$ cat config.mk
export PLATFORM = sky130hd
export DESIGN_NAME = ps2_key_mapper
export DESIGN_NICKNAME = d
export VERILOG_FILES = /design/src/rtl/ps2_key_mapper.sv
export SDC_FILE = /design/constraint.sdc
export NUM_CORES = 1
export LEC_CHECK = 0
export ABC_AREA = 1
export CORE_UTILIZATION = 65
export CTS_CLUSTER_SIZE = 24
export DETAILED_ROUTE_END_ITERATION = 8
export DONT_BUFFER_PORTS = 1
export HOLD_SLACK_MARGIN = 0.08
export PLACE_DENSITY_LB_ADDON = 0.08
export SLEW_MARGIN = 20
export SYNTH_ARGS = -nofsm -noshare
export SYNTH_HDL_FRONTEND = slang
export SYNTH_SLANG_ARGS = --single-unit
$ cat constraint.sdc
create_clock -name clk -period 2.3 [get_ports clk]
set_input_delay 0.345 -clock clk [delete_from_list [all_inputs] [get_ports clk]]
set_output_delay 0.345 -clock clk [all_outputs]
set_load 0.05 [all_outputs]
$ cat src/rtl/ps2_key_mapper.sv
// ps2_key_mapper: turns PS/2 Set 2 scan-code bytes into held-note state and
// one-cycle control strobes for the synth IO controller. Make, break (F0) and
// extended (E0) prefixes are tracked by a small FSM with a prefix timeout.
//
// Handshake: ps2_byte_valid is a one-cycle strobe with no backpressure; the
// byte is consumed on the rising edge where ps2_byte_valid is high, and every
// output reflects that byte right after the same edge (registered outputs).
module ps2_key_mapper #(
    parameter int TIMEOUT_CYCLES = 1000000,
    parameter int TIMEOUT_W      = 20
) (
    input  logic       clk,
    input  logic       reset,
    input  logic [7:0] ps2_byte,
    input  logic       ps2_byte_valid,
    output logic       note_in,
    output logic [3:0] note,
    output logic       octave_plus_plus,
    output logic       octave_minus_minus,
    output logic       amp_plus_plus,
    output logic       amp_minus_minus,
    output logic [1:0] ADSR_selector,
    output logic       ADSR_plus_plus,
    output logic       ADSR_minus_minus
);

    localparam logic [7:0] LP_BRK = 8'hF0;
    localparam logic [7:0] LP_EXT = 8'hE0;
    localparam logic [TIMEOUT_W-1:0] LP_CNT_MAX = TIMEOUT_W'(TIMEOUT_CYCLES - 1);

    typedef enum logic [1:0] {
        S_IDLE    = 2'd0,
        S_BRK     = 2'd1,
        S_EXT     = 2'd2,
        S_EXT_BRK = 2'd3
    } state_t;

    state_t               r_state;
    state_t               w_state_nxt;
    logic [TIMEOUT_W-1:0] r_cnt;
    logic [TIMEOUT_W-1:0] w_cnt_nxt;

    logic       w_ignored;
    logic       w_accept;
    logic       w_expire;
    logic       w_do_make;
    logic       w_do_break;
    logic       w_do_ext;
    logic       w_is_note;
    logic [3:0] w_note_idx;

    logic       r_note_in;
    logic [3:0] r_note;
    logic       r_oct_pp;
    logic       r_oct_mm;
    logic       r_amp_pp;
    logic       r_amp_mm;
    logic [1:0] r_sel;
    logic       r_adsr_pp;
    logic       r_adsr_mm;

    // Keyboard housekeeping bytes (BAT ok, ACK, resend, echo, overrun) are
    // invisible to the decoder: they neither move the FSM nor clear the timer.
    assign w_ignored = (ps2_byte == 8'hAA) || (ps2_byte == 8'hFA) ||
                       (ps2_byte == 8'hFE) || (ps2_byte == 8'hEE) ||
                       (ps2_byte == 8'h00);
    assign w_accept  = ps2_byte_valid && !w_ignored;
    // A waiting prefix expires only on an empty cycle; a byte arriving on the
    // expiry cycle is decoded in the prefix state instead.
    assign w_expire  = (r_state != S_IDLE) && !ps2_byte_valid && (r_cnt == LP_CNT_MAX);

    // Map note scan codes to semitone index 0 (C) .. 11 (B).
    always_comb begin
        w_is_note  = 1'b1;
        w_note_idx = 4'd0;
        case (ps2_byte)
            8'h1C:   w_note_idx = 4'd0;
            8'h1D:   w_note_idx = 4'd1;
            8'h1B:   w_note_idx = 4'd2;
            8'h24:   w_note_idx = 4'd3;
            8'h23:   w_note_idx = 4'd4;
            8'h2B:   w_note_idx = 4'd5;
            8'h2C:   w_note_idx = 4'd6;
            8'h34:   w_note_idx = 4'd7;
            8'h35:   w_note_idx = 4'd8;
            8'h33:   w_note_idx = 4'd9;
            8'h3C:   w_note_idx = 4'd10;
            8'h3B:   w_note_idx = 4'd11;
            default: w_is_note  = 1'b0;
        endcase
    end

    // Prefix FSM next state and the kind of action the current byte triggers.
    always_comb begin
        w_state_nxt = r_state;
        w_do_make   = 1'b0;
        w_do_break  = 1'b0;
        w_do_ext    = 1'b0;
        if (w_accept) begin
            case (r_state)
                S_IDLE: begin
                    if (ps2_byte == LP_BRK)      w_state_nxt = S_BRK;
                    else if (ps2_byte == LP_EXT) w_state_nxt = S_EXT;
                    else                         w_do_make   = 1'b1;
                end
                S_BRK: begin
                    if (ps2_byte == LP_BRK)      w_state_nxt = S_BRK;
                    else if (ps2_byte == LP_EXT) w_state_nxt = S_EXT;
                    else begin
                        w_do_break  = 1'b1;
                        w_state_nxt = S_IDLE;
                    end
                end
                S_EXT: begin
                    if (ps2_byte == LP_BRK)      w_state_nxt = S_EXT_BRK;
                    else if (ps2_byte == LP_EXT) w_state_nxt = S_EXT;
                    else begin
                        w_do_ext    = 1'b1;
                        w_state_nxt = S_IDLE;
                    end
                end
                // Extended breaks carry no action; just swallow the byte.
                S_EXT_BRK: w_state_nxt = S_IDLE;
                default:   w_state_nxt = S_IDLE;
            endcase
        end else if (w_expire) begin
            w_state_nxt = S_IDLE;
        end
    end

    // Timeout counter: clears on accepted bytes and expiry, runs while a
    // prefix waits on an empty input.
    always_comb begin
        w_cnt_nxt = r_cnt;
        if (w_accept || w_expire)
            w_cnt_nxt = '0;
        else if ((r_state != S_IDLE) && !ps2_byte_valid)
            w_cnt_nxt = r_cnt + TIMEOUT_W'(1);
    end

    // FSM state and timeout counter registers.
    always_ff @(posedge clk or negedge reset) begin
        if (!reset) begin
            r_state <= S_IDLE;
            r_cnt   <= '0;
        end else begin
            r_state <= w_state_nxt;
            r_cnt   <= w_cnt_nxt;
        end
    end

    // Registered outputs: held note, selector, and single-cycle strobes.
    always_ff @(posedge clk or negedge reset) begin
        if (!reset) begin
            r_note_in <= 1'b0;
            r_note    <= 4'd0;
            r_sel     <= 2'd0;
            r_oct_pp  <= 1'b0;
            r_oct_mm  <= 1'b0;
            r_amp_pp  <= 1'b0;
            r_amp_mm  <= 1'b0;
            r_adsr_pp <= 1'b0;
            r_adsr_mm <= 1'b0;
        end else begin
            r_oct_pp  <= 1'b0;
            r_oct_mm  <= 1'b0;
            r_amp_pp  <= 1'b0;
            r_amp_mm  <= 1'b0;
            r_adsr_pp <= 1'b0;
            r_adsr_mm <= 1'b0;
            if (w_do_make) begin
                // Last key pressed wins; a typematic repeat rewrites the same value.
                if (w_is_note) begin
                    r_note    <= w_note_idx;
                    r_note_in <= 1'b1;
                end
                case (ps2_byte)
                    8'h1A:   r_oct_mm <= 1'b1;
                    8'h22:   r_oct_pp <= 1'b1;
                    8'h4E:   r_amp_mm <= 1'b1;
                    8'h55:   r_amp_pp <= 1'b1;
                    8'h16:   r_sel    <= 2'd0;
                    8'h1E:   r_sel    <= 2'd1;
                    8'h26:   r_sel    <= 2'd2;
                    8'h25:   r_sel    <= 2'd3;
                    default: ;
                endcase
            end
            // Only releasing the sounding key silences it; note keeps its value.
            if (w_do_break && w_is_note && r_note_in && (w_note_idx == r_note))
                r_note_in <= 1'b0;
            if (w_do_ext) begin
                case (ps2_byte)
                    8'h75:   r_adsr_pp <= 1'b1;
                    8'h72:   r_adsr_mm <= 1'b1;
                    default: ;
                endcase
            end
        end
    end

    assign note_in            = r_note_in;
    assign note               = r_note;
    assign octave_plus_plus   = r_oct_pp;
    assign octave_minus_minus = r_oct_mm;
    assign amp_plus_plus      = r_amp_pp;
    assign amp_minus_minus    = r_amp_mm;
    assign ADSR_selector      = r_sel;
    assign ADSR_plus_plus     = r_adsr_pp;
    assign ADSR_minus_minus   = r_adsr_mm;

endmodule

## Yosys cells after proc, flatten, opt, wreduce, memory -nomap -nowiden

Index checks and enable logic that the tools add are counted.

| word-level totals | value |
|---|---|
| register bits after elaboration | 35 |
| output and inout bits | 13 |
| logic and storage cells | 108 |

| cells by class | value |
|---|---|
| reduce and logical (&&, ||, !) cells | 26 |
| eq/ne operators | 34 |
| $add $sub $neg | 1 |
| mux-type cells | 36 |

Operator list:

| kind | count |
|---|---|
| == test 8 x 6 -> 1 bit (second input constant) | 12 |
| == test 8 x 5 -> 1 bit (second input constant) | 6 |
| == test 8 bit (second input constant) | 6 |
| one-hot mux 4 bit (11 select lines) | 1 |
| 2-to-1 mux 20 bit | 2 |
| == test 8 x 7 -> 1 bit (second input constant) | 4 |
| 2-to-1 mux 1 bit | 24 |
| adder 20 x 1 -> 20 bit (second input constant) | 1 |
| == test 20 bit (second input constant) | 1 |
| one-hot mux 2 bit (4 select lines) | 2 |
| 2-to-1 mux 2 bit | 7 |
| OR reduction 12 bit | 1 |
| nonzero test 2 bit | 5 |
| zero test 8 bit | 1 |
| AND reduction 2 bit | 4 |
| logical AND 1 bit | 6 |
| logical OR 1 bit | 5 |
| == test 2 bit (second input constant) | 2 |
| == test 4 bit | 1 |
| != test 4 bit (second input constant) | 1 |
| nonzero test 4 bit | 1 |
| == test 2 x 1 -> 1 bit (second input constant) | 1 |
| zero test 1 bit | 2 |
| zero test 2 bit | 1 |

## Depth between registers and ports, before layout

Gate-level depths: netlist (run 1).

| depth | value |
|---|---|
| depth after elaboration | 13 |
| gate-level depth with buffers | 14 |
| mapped depth without buffers | 14 |

## Least setup slack after synthesis (run 1)

OpenSTA, ideal clock, no wires.

| path | value |
|---|---|
| path kind | reg2reg |
| from | register r_state[0] |
| to | register r_cnt[19] |
| path slack | 0.829 ns |
| library setup time | 0.126 ns |
| buffers on the path | 1 |
| cell stages (with the launch flop) | 11 |
| arrival | 1.345 ns |
| path through | dfrtp_1 > nor2_4 > nor2_4 > inv_4 > nor2_4 > nand2_2 > nand2_4 > inv_4 > buf_6 > nand4_1 > o21ai_0 |

| on the way | value |
|---|---|
| longest elaborated chain between the ends | 5 |
| elaborated cells between the ends (all ways) | 6 |
| classes of those cells | mux (1); reduce/logical (5) |

RTL lines:

| item | line | source |
|---|---|---|
| start: declaration | 38 | `state_t r_state;` |
| start signal: assignment | 147 | `r_state <= w_state_nxt;` |
| nonzero test 2 bit (*) | 70, 137 |  |
| logical AND 1 bit (*) | 70, 137 |  |
| logical AND 1 bit | 70 | `assign w_expire = (r_state != S_IDLE) && !ps2_byte_valid && (r_cnt == LP_CNT_MAX);` |
| logical OR 1 bit | 135 | `if (w_accept \|\| w_expire)` |
| 2-to-1 mux 20 bit or nonzero test 2 bit (tied branches) | -- |  |
| end signal: assignment | 148 | `r_cnt <= w_cnt_nxt;` |
| end: declaration | 40 | `logic [TIMEOUT_W-1:0] r_cnt;` |

Every way passes the cells marked *; elsewhere a longest branch is shown, timed or not.
A chain may end at the register's enable or synchronous reset.

## Final worst setup path (run 1)

| path | value |
|---|---|
| from | register r_cnt[0] |
| to | register r_cnt[10] |

| on the way | value |
|---|---|
| longest elaborated chain between the ends | 4 |
| elaborated cells between the ends (all ways) | 7 |
| classes of those cells | add/sub (1); eq/ne (1); mux (2); reduce/logical (3) |

RTL lines:

| item |
|---|
| branches (longest 4 deep; another with adder 20 x 1 -> 20 bit) |

Parallel ways; which one is timed is not known. The select of a mux whose other input is x is not followed.

==> impl_results.md, run 1 <==
* IO Pins at 24
* Setup repair bufs after CTS at 0
* Power share of the sequential group at a little over half
* Routed WL per cell at about 13 um
* Met2 usage at a little over two fifths
* Worst Path Required at 2.53 ns
* First-pass iteration count of the detailed router at 5
* ANT nets after route at 0
* Vias in the first global route at around 1900
* Post-Syn Area per Cell at between 6 and 7 um^2
* Max-cap viol count at 0
* CTS buffer count at 5
* Starting Density at between 60% and 70%
* Crit path kind: reg -> reg
* P_sw at 0.464 mW
* Fillers at 263
* Critical Path Source Type: register
* Routability cong. at approximately 0.9
* Max VDD drop at 402 uV
* Max Freq at 0.608 GHz
* Internal power at about 0.89 mW
* Sequential fraction of the synthesis area at 37.6%
* Clock Sinks at 35
* Routing usage on met1 at ~43%
* Row Count at 21
* Clock Pin Slew Worst Setup and Hold Paths at 0.12 ns
* DR iter-0 viols at approximately 190
* Crit end category: register
* Slew @ Worst Pin at between 0.5 and 0.6 ns
* Vias post-DR at 2196
* Slew Limit Fails at 0
* Clock skew at roughly 0.015 ns
* Die Y at roughly 60 um
* All-Layer GR Usage at ~30%
* PwrDens at 547 mW/mm^2
* Status: completed
* DRT Wirelength at about 5 mm
* # setup viols final at 0
* Initial antenna violation count at 0
* Cells after Synth at about 340
* Die Width at between 60 and 70 um
* Hold Vio Cnt, Final at 0
* Syn nets at about 350
* CTS tree: yes
* HP Class: in -> reg
* Netlist cell types at 31
* Grt met3 use at 8.28%
* Post-synthesis cell area at around 0.0023 mm^2
* Layout cells sized above 1 at 11.3%
* Setup TNS at 0 ns
* Largest net degree at the start of global routing at 36
* Yosys reg bits at 35
* Minimum clock period at approximately 1.6 ns
* First-pass GRT wire length at between 8 and 9 mm
* H-tree depth at 2
* Residual DRC at 0
* Number of port buffers at 0
* Nets at 356
* Core Box Area at roughly 0.0034 mm^2
* Vias/cell at 5.62
* Diode count at 0
* Worst EP arrival at 1.88 ns
* Skew-Pair Late Insertion Delay at about 0.35 ns
* Max clock buf depth at 2
* Leak at 1.13 nW
* Crit share post-route at between 70% and 80%
* Slew margin rel. at 64.2%
* Synth Warn # at 0
* Combinational share of power at between 10% and 20%
* Die ar. at ~0.0038 mm^2
* Dpl hpwl at approximately 3.7 mm
* Area grow syn2layout at 6.23%
* Most Used Layer, Global Route: met1
* Switching part of the total at 34.3%
* Hold Slack at between 0.15 and 0.2 ns
* Remaining Overflow, GRT at 0
* RSZ-0062 raised after global routing: no
* Crit-path max FO at 6
* Clock share of power at around 30%
* Root buffer cell: clkbuf_4
## what timing repair did
action / CTS / global route
hold endpoints to repair: 35 / 0
setup endpoints to repair: 0 / 0
hold buffers: 2 / 0
gates resized for setup: 0 / 0
## cells in the final DEF (no fill, tap or decap), types with 4 or more instances in the layout
master,count
nand2_2,5
nor2_4,4
inv_2,4
inv_1,38
nand2_1,91
a21oi_1,8
nor2_1,49
nor3_1,10
clkbuf_4,5
xor2_1,4
o21ai_0,11
nor2_2,5
dfrtp_1,35
nand4_1,12
nand3_1,29
## critical path, cell delays in order, from the launching register on
cell	delay (ns)
dfrtp_1	0.41
ha_1	0.25
nand2_1	0.14
nor2_2	0.24
inv_1	0.11
o41ai_1	0.35
a21oi_2	0.04
## registers in the layout, indices dropped and copies added (netlist names)
name                flops
ADSR_plus_plus          1
note_in                 1
ADSR_minus_minus        1
octave_minus_minus      1
amp_plus_plus           1
octave_plus_plus        1
r_state                 2
r_cnt                  20
note                    4
amp_minus_minus         1
ADSR_selector           2
## stage by stage
stage	area, um^2	utilization, %	power [mW]	setup slack [ns]	instances
3_3_place_gp	2370	70.0	0.941	0.640	381
2_1_floorplan	2330	-	0.905	0.829	336
5_1_grt	2470	73.0	1.41	0.468	391
6_report	2470	73.0	1.35	0.655	391
3_5_place_dp	2370	70.0	0.945	0.628	381
4_1_cts	2470	73.0	1.36	0.673	391
## final cells by class
cell class	instances	area (um^2)	share of cell area (%)
clock inverters	1	7.51	0.303
multi-input cells	255	1260	50.9
well taps	46	57.6	2.33
clock buffers	7	65.1	2.63
repair buffers	3	37.5	1.52
flip-flops and latches	35	876	35.4
inverters	44	170	6.88
## final timing paths
check | startpoint | to | slack (ns) | cells past startpoint
max | r_cnt[0]$_DFFE_PN0P_ | r_cnt[10]$_DFFE_PN0P_ | 0.65 | 6
min | ps2_byte[4] | amp_plus_plus$_DFF_PN0_ | 0.17 | 2
max reg2reg | r_cnt[0]$_DFFE_PN0P_ | r_cnt[10]$_DFFE_PN0P_ | 0.65 | 6
min reg2reg | r_cnt[17]$_DFFE_PN0P_ | r_cnt[17]$_DFFE_PN0P_ | 0.55 | 2
max in group asynchronous | reset | r_cnt[13]$_DFFE_PN0P_ | 1.68 | 2
min in group asynchronous | reset | r_cnt[17]$_DFFE_PN0P_ | 0.44 | 2
## cell usage after synthesis (all sizes together)
cell / count / area [um^2]
a211oi: 1 / 7.51
a21oi: 10 / 57.6
a41oi: 2 / 17.5
buf: 2 / 22.5
dfrtp: 35 / 876
ha: 1 / 12.5
inv: 44 / 170
nand2: 99 / 407
nand3: 30 / 155
nand3b: 1 / 7.51
nand4: 12 / 75.1
nor2: 58 / 260
nor3: 10 / 50.1
nor4: 2 / 12.5
nor4b: 1 / 8.76
o21ai: 16 / 91.3
o22ai: 2 / 12.5
o31ai: 2 / 15.0
o41ai: 1 / 8.76
xnor2: 3 / 26.3
xor2: 4 / 35.0
## power by group through the flow
stage | Sequential [mW] | Combinational (mW) | Clock, mW
6_report | 0.734 | 0.218 | 0.402
5_1_grt | 0.738 | 0.245 | 0.426
4_1_cts | 0.734 | 0.218 | 0.404
3_5_place_dp | 0.746 | 0.199 | 0
3_3_place_gp | 0.745 | 0.196 | 0
2_1_floorplan | 0.741 | 0.163 | 0
## logic make-up (layout without fill, tap and decap cells)
logic type,count (synthesis),in the layout,share of synthesized area [%]
flip-flops,35,35,37.6
AO/OA/AOI/OAI,34,34,9.03
adder cells (fa/ha/maj),1,1,0.537
AND/OR/NAND/NOR,213,213,41.9
XOR/XNOR,7,7,2.63
buffers and inverters,46,55,8.27
## per-layer routing
layer | share of wire [%] | vias to the layer above
met5 | 0 | -
met4 | 1.0 | 0
met3 | 7.9 | 4
met2 | 42 | 72
met1 | 49 | 1005
li1 | - | 1115
Power figures use the tool's default switching activity.
==> run 2, diff against run 1 <==
--- a/config.mk
+++ b/config.mk
@@ -6,7 +6,7 @@
 export NUM_CORES = 1
 export LEC_CHECK = 0
 export ABC_AREA = 1
-export CORE_UTILIZATION = 65
+export CORE_UTILIZATION = 63
 export CTS_CLUSTER_SIZE = 24
 export DETAILED_ROUTE_END_ITERATION = 8
 export DONT_BUFFER_PORTS = 1
==> constraint.sdc (replaced) <==
create_clock -name clk -period 1.6 [get_ports clk]
set_input_delay 0.24 -clock clk [delete_from_list [all_inputs] [get_ports clk]]
set_output_delay 0.24 -clock clk [all_outputs]
set_load 0.05 [all_outputs]
==> run 2 against run 1 <==
  * Sequential power increased by 32%
  * Highest routed layer unchanged
  * Critical endpoint is now r_cnt[16]$_DFFE_PN0P_
  * Routed wire length rose by 8.7%
  * Largest power group unchanged
  * Setup slack worse by 0.61 ns
  * Hold slack got worse by 0.063 ns
  * Critical path type unchanged
==> impl_results.md, run 2 (synthesis results as in run 1) <==
* Layout Utilization at 77.9% (+4.9 points)
* Slew margin rel. at 69.2% (+5.0 points)
* Max FFs per register at 20 (unchanged)
* Slew @ Worst Pin at 0.462 ns (-0.0746 ns)
* Combinational share of power at 20.5% (+4.4 points)
* Remaining Overflow, GRT at 0 (unchanged)
* Diode count at 0 (unchanged)
* Max Freq at 0.642 GHz (+5.6%)
* Area grow syn2layout at 15.1%
* Crit end category: register
* Die Y at 62.8 um (+1.5%)
* Die ar. at 0.00394 mm^2 (+3.1%)
* Crit path buf inv count at 1 (unchanged)
* Vias/cell at 5.65 (+0.58%)
* Max-cap viol count at 0 (unchanged)
* Post-route setup slack at 0.0414 ns (-0.613 ns)
* P_sw at 0.709 mW (+53%)
* Most flops, register: r_cnt
* Largest stage delay on the critical path at 0.41 ns (about the same)
* Clock Sinks at 35 (unchanged)
* Slew Limit Fails at 0 (unchanged)
* Routability cong. at 0.904 (-2.5%)
* All-Layer GR Usage at 31.1% (+1.2 points)
* Largest net degree at the start of global routing at 36 (unchanged)
* Crit-path slowest cell: dfrtp_1
* Area of the multi-input gates at 0.00128 mm^2 (+1.5%)
* First-pass iteration count of the detailed router at 5 (unchanged)
* DR iter-0 viols at 316 (+64%)
* IO Pins at 24 (unchanged)
* Status: completed
* Nets at 375 (+5.3%)
* Critical Path Source Type: register
* Crit path kind: reg -> reg
* Sequence of cells on the critical path: nand2_1, nor2_1, nand2_2, nor2_4, buf_4, nand4_1, xnor2_1, nand3_1, nand2_1
* Root buffer cell: clkbuf_8
* Residual DRC at 0 (unchanged)
* Starting Density at 67.6% (-1.0 points)
* Clock Pin Slew Worst Setup and Hold Paths at 0.07 ns (-0.05 ns)
* Leak at 1.25 nW (+11%)
* Initial antenna violation count at 0 (unchanged)
* Die Width at 62.8 um (+1.5%)
* Most frequent cells in the layout: 90 x nand2_1, 49 x nor2_1, 38 x inv_1
* Switching part of the total at 31.6% (-2.7 points)
* Dpl cell area at 0.00248 mm^2 (+4.4%)
* Layout cells sized above 1 at 16.8% (+5.5 points)
* First-pass GRT wire length at 9.52 mm (+15%)
* Power share of the sequential group at 43.2% (-11 points)
* Crit share post-route at 97.4% (+26 points)
* Minimum clock period at 1.56 ns (-0.0868 ns)
* CTS buffer count at 5 (unchanged)
* Core Box Area at 0.00344 mm^2 (+1.6%)
* Dpl ws at 0.0424 ns (-0.586 ns)
* Worst EP arrival at 1.79 ns (-0.09 ns)
* Internal power at 1.53 mW (+72%)
* H-tree depth at 2 (unchanged)
* Commonest non-fill, non-tap cell in the layout: nand2_1
* HP Class: in -> reg
* Register Area at 876 um^2 (unchanged)
* Clock share of power at 36.3% (+6.6 points)
* Fillers at 269 (+2.3%)
* Max clock buf depth at 2 (unchanged)
* Final instance area at 0.00268 mm^2 (+8.3%)
* Max VDD drop at 726 uV (+81%)
* Routed WL per cell at 13.6 um (+3.7%)
* CTS tree: yes
* PwrDens at 837 mW/mm^2 (+53%)
* Vias post-DR at 2316 (+5.5%)
* Skew-Pair Late Insertion Delay at 0.30 ns (-0.05 ns)
* Crit path max-delay family: simple AND/OR/NAND/NOR gates
* Crit-path max FO at 4 (-2)
* Clock skew at 0.0101 ns (-0.00463 ns)
* Hold Vio Cnt, Final at 0 (unchanged)
* Dpl hpwl at 3.91 mm (+5.6%)
* Number of port buffers at 0 (unchanged)
* ANT nets after route at 0 (unchanged)
* DRT Wirelength at 5.59 mm (+8.7%)
* Most used cell, CP: nand2_1
* Vias in the first global route at 2083 (+11%)
* Row Count at 21 (unchanged)
* # setup viols final at 0 (unchanged)
* Worst Path Required at 1.83 ns (-0.70 ns)
==> run 2: cell count changes in the layout (fill, tap and decap cells not counted), sizes merged <==
cell,change
bufinv,+1
clkinvlp,-1
clkbuf,-2
clkinv,+2
buf,+19
==> run 2: worst register-to-register path, delay by kind of cell (launching register included) <==
kind                      cells  cell delay (ns)
xor gates and xnor gates      1             0.18
buffers and inverters         1             0.13
DFF                           1             0.41
and+or+nand+nor               7             0.78
==> run 2: final cells by class <==
| type | count | area share [%] |
|---|---|---|
| Clock inverter | 3 | 1.63 |
| Clock buffer | 5 | 2.57 |
| Multi-Input combinational cell | 255 | 47.7 |
| Inverter | 44 | 6.54 |
| Tap cell | 46 | 2.15 |
| Timing Repair Buffer | 22 | 6.72 |
| Sequential cell | 35 | 32.7 |
==> run 2: power groups by stage <==
stage                     Sequential (mW)  Clock, mW  Combinational [mW]
after global routing                0.973      0.851               0.497
after global placement              0.984          0               0.425
after detailed placement            0.986          0               0.429
final                               0.968      0.815               0.460
after CTS                           0.968      0.819               0.458
after floorplan                      1.07          0               0.235
==> run 2: worst paths after layout <==
path | from | end | slack, ns | depth (start not counted)
min reg2reg | r_cnt[7]$_DFFE_PN0P_ | r_cnt[7]$_DFFE_PN0P_ | 0.56 | 2
max in group asynchronous | reset | r_cnt[6]$_DFFE_PN0P_ | 1.00 | 2
min in group asynchronous | reset | ADSR_minus_minus$_DFF_PN0_ | 0.41 | 2
min | ps2_byte[4] | amp_plus_plus$_DFF_PN0_ | 0.10 | 2
max reg2reg | r_cnt[3]$_DFFE_PN0P_ | r_cnt[16]$_DFFE_PN0P_ | 0.04 | 9
max | r_cnt[3]$_DFFE_PN0P_ | r_cnt[16]$_DFFE_PN0P_ | 0.04 | 9
==> run 2: routing by layer <==
layer / GRT usage, % / vias to the layer above / part of all wire (%) / routed length, um
met5: 0 / - / 0 / 0
met4: 11.9 / 0 / 1.8 / 99
met3: 5.47 / 10 / 8.4 / 470
met2: 45.8 / 119 / 43 / 2390
met1: 45.4 / 1038 / 47 / 2640
li1: - / 1149 / - / -
==> run 2: metrics by stage <==
| step | total power, mW | std cells | hold WS (ns) | TNS [ns] |
|---|---|---|---|---|
| 2_1_floorplan | 1.30 | 336 | -0.0556 | 0 |
| 3_3_place_gp | 1.41 | 395 | -0.0550 | 0 |
| 3_5_place_dp | 1.41 | 395 | -0.0549 | 0 |
| 4_1_cts | 2.24 | 405 | 0.0976 | 0 |
| 5_1_grt | 2.32 | 410 | 0.0996 | -0.138 |
| 6_report | 2.24 | 410 | 0.102 | 0 |
==> run 2: what timing repair did <==
action,in CTS,in global routing
resized for setup,0,6
setup buffers,0,5
endpoints found under the hold margin,35,0
setup endpoints to repair,0,7
hold buffers,2,0
==> run 3, diff against run 2 <==
--- a/config.mk
+++ b/config.mk
@@ -6,6 +6,7 @@
 export NUM_CORES = 1
 export LEC_CHECK = 0
 export ABC_AREA = 1
+export CORE_ASPECT_RATIO = 1.2
 export CORE_UTILIZATION = 63
 export CTS_CLUSTER_SIZE = 24
 export DETAILED_ROUTE_END_ITERATION = 8
==> run 3 against run 2 <==
  * The run now ends with DRC, setup timing left
  * Clock power shrank 23%
  * Die area about the same
  * Hold slack improved by 0.017 ns
  * Critical path type unchanged
  * Largest cell class unchanged
==> impl_results.md, run 3 (synthesis results as in run 1) <==
* Status: finished with violations
* Failing checks: DRC, setup timing
* Crit share post-route at 102% (+5.1 points)
* First-pass iteration count of the detailed router at 6 (+1)
* Power share of the sequential group at 47.2% (+4.0 points)
* Reg-to-reg endpoint: r_cnt[10]$_DFFE_PN0P_
* Commonest non-fill, non-tap cell in the layout: nand2_1
* Worst Hold End: amp_plus_plus$_DFF_PN0_
* First-pass GRT wire length at 9.02 mm (-5.3%)
* Layout Utilization at 76.7% (-1.1 points)
* Crit path max-delay family: compound AO/OA/AOI/OAI gates
* Starting Density at 68.0% (+0.35 points)
* Most flops, register: r_cnt
* Most frequent cells in the layout: 90 x nand2_1, 47 x nor2_1, 38 x inv_1
* Largest stage delay on the critical path at 0.47 ns (+0.06 ns)
* Sequence of cells on the critical path: nand2_1, nor2_2, nand2_2, nor2_4, inv_1, o41ai_1, a21oi_2
* Clock Sinks at 35 (unchanged)
* Diode count at 0 (unchanged)
* # setup viols final at 1 (+1)
* Largest net degree at the start of global routing at 36 (unchanged)
* Crit end category: register
* P_sw at 0.677 mW (-4.5%)
* Dpl cells at 387 (-2.0%)
* H-tree depth at 2 (unchanged)
* DRT Wirelength at 5.56 mm (-0.57%)
* Slew margin rel. at 63.2% (-6.0 points)
* Most Used Layer, Global Route: met2
* Slew @ Worst Pin at 0.545 ns (+0.0829 ns)
* Max-cap viol count at 0 (unchanged)
* DR iter-0 viols at 144 (-54%)
* Vias/cell at 5.68 (+0.58%)
* Max VDD drop at 554 uV (-24%)
* PwrDens at 782 mW/mm^2 (-6.6%)
* Area grow syn2layout at 12.8%
* Initial antenna violation count at 0 (unchanged)
* Dpl cell area at 0.00247 mm^2 (-0.15%)
* Root buffer cell: clkbuf_8
* Vias in the first global route at 2217 (+6.4%)
* Die ar. at 0.00394 mm^2 (about the same)
* Clock Pin Slew Worst Setup and Hold Paths at 0.07 ns (about the same)
* Internal power at 1.38 mW (-10%)
* Combinational share of power at 22.3% (+1.8 points)
* CTS tree: yes
* Residual DRC at 1 (+1)
* Crit-path slowest cell: o41ai_1
* Worst Path Required at 1.75 ns (-0.08 ns)
* IO Pins at 24 (unchanged)
* Skew-Pair Late Insertion Delay at 0.29 ns (about the same)
* Fillers at 286 (+6.3%)
* Max clock buf depth at 2 (unchanged)
* Clock share of power at 30.5% (-5.8 points)
* Nets at 373 (-0.53%)
* Met2 usage at 58.7% (+13 points)
* Dpl hpwl at 4.18 mm (+6.9%)
* Crit Reg-Reg Startpoint: r_cnt[4]$_DFFE_PN0P_
* Grt met3 use at 5.97% (+0.50 points)
* Critical Path Source Type: register
* Routability cong. at 0.963 (+6.4%)
* Remaining Overflow, GRT at 0 (unchanged)
* Slew Limit Fails at 0 (unchanged)
* Row Count at 23 (+9.5%)
* Final instance area at 0.00263 mm^2 (-2.0%)
* Layout cells sized above 1 at 16.6% (-0.18 points)
* Hold path start: ps2_byte[4]
* Die Width at 57.5 um (-8.4%)
* Crit path buf inv count at 1 (unchanged)
* Max Freq at 0.610 GHz (-4.9%)
* HP Class: in -> reg
* CTS buffer count at 5 (unchanged)
* Vias post-DR at 2267 (-2.1%)
* Switching part of the total at 33.0% (+1.4 points)
* All-Layer GR Usage at 30.7% (-0.45 points)
* Minimum clock period at 1.64 ns (+0.0810 ns)
* Routed WL per cell at 13.9 um (+2.2%)
* Reg2reg setup slack at -0.04 ns (-0.08 ns)
* Hold depth at 2 (unchanged)
* Worst EP arrival at 1.79 ns (about the same)
* Clock skew at 0.00444 ns (-0.00566 ns)
* Hold Vio Cnt, Final at 0 (unchanged)
* Setup TNS at -0.0396 ns (-0.0396 ns)
* ANT nets after route at 0 (unchanged)
* Post-route setup slack at -0.0396 ns (-0.0810 ns)
* Core Box Area at 0.00342 mm^2 (-0.51%)
* FF-to-FF path depth at 7 (-2)
* Routing usage on met1 at 30.6% (-15 points)
* Number of port buffers at 0 (unchanged)
* Crit path kind: reg -> reg
* Fin cells at 399 (-2.7%)
* Die Y at 68.6 um (+9.2%)
* Leak at 1.22 nW (-2.3%)
* Max FFs per register at 20 (unchanged)
* Crit-path max FO at 6 (+2)
run 3: cell count changes in the layout (fill, tap and decap cells not counted):
| cell | previous run | this run |
|---|---|---|
| inv_8 | 1 | 0 |
| clkinv_4 | 1 | 0 |
| nor2_1 | 49 | 47 |
| inv_4 | 1 | 2 |
| nor3_1 | 9 | 8 |
| clkbuf_1 | 0 | 2 |
| buf_4 | 20 | 18 |
| bufinv_16 | 1 | 0 |
| nor2_2 | 4 | 6 |
| nor3_2 | 1 | 2 |
run 3: layout make-up:
type                            instances  area (um^2)  share of cell area [%]
Clock buffer                            7         76.3                    2.90
Clock inverter                          1         5.00                   0.190
Inverter                               44          170                    6.48
Multi-Input combinational cell        255         1290                    49.0
Sequential cell                        35          876                    33.3
Tap cell                               37         46.3                    1.76
Timing Repair Buffer                   20          165                    6.29
run 3: worst register-to-register path: stages (launching register included):
cell     delay [ns]
dfrtp_1        0.41
nand2_1        0.08
nor2_2         0.12
nand2_2        0.11
nor2_4         0.16
inv_1          0.10
o41ai_1        0.47
a21oi_2        0.06
run 3: worst max-delay path by stage:
| stage | startpoint | endpoint | slack (ns) | depth (start not counted) |
|---|---|---|---|---|
| final | r_cnt[4]$_DFFE_PN0P_ | r_cnt[10]$_DFFE_PN0P_ | -0.04 | 7 |
| after global routing | r_cnt[4]$_DFFE_PN0P_ | r_cnt[10]$_DFFE_PN0P_ | -0.06 | 7 |
| after CTS | r_cnt[3]$_DFFE_PN0P_ | r_cnt[10]$_DFFE_PN0P_ | 0.02 | 7 |
| after detailed placement | ps2_byte[6] | ADSR_selector[1]$_DFFE_PN0P_ | 0.03 | 8 |
| after global placement | ps2_byte[6] | ADSR_selector[0]$_DFFE_PN0P_ | 0.07 | 8 |
| after floorplan | r_state[0]$_DFFE_PN0P_ | r_cnt[19]$_DFFE_PN0P_ | 0.13 | 10 |
run 3: timing repair:
item,CTS,global route
resized for setup,0,7
endpoints found under the setup margin,0,11
buffers inserted,0,2
hold buffers,2,0
hold endpoints to repair,35,0
run 3: per-stage QoR:
stage / setup slack, ns / hold slack (ns) / total power [mW]
floorplan: 0.129 / -0.0556 / 1.30
global placement: 0.0717 / -0.0549 / 1.41
detailed placement: 0.0258 / -0.0549 / 1.42
CTS: 0.0169 / 0.108 / 2.07
global route: -0.0586 / 0.116 / 2.15
finish: -0.0396 / 0.119 / 2.05
run 3: power by group through the flow:
stage	Combinational (mW)	Sequential, mW	Clock (mW)
finish	0.458	0.969	0.627
global route	0.501	0.975	0.670
CTS	0.458	0.970	0.638
detailed placement	0.431	0.986	0
global placement	0.427	0.985	0
floorplan	0.235	1.07	0
run 3: routing by layer:
layer / vias up / wire (um)
li1: 1144 / -
met1: 1031 / 2150
met2: 68 / 2890
met3: 24 / 245
met4: 0 / 267
met5: - / 0
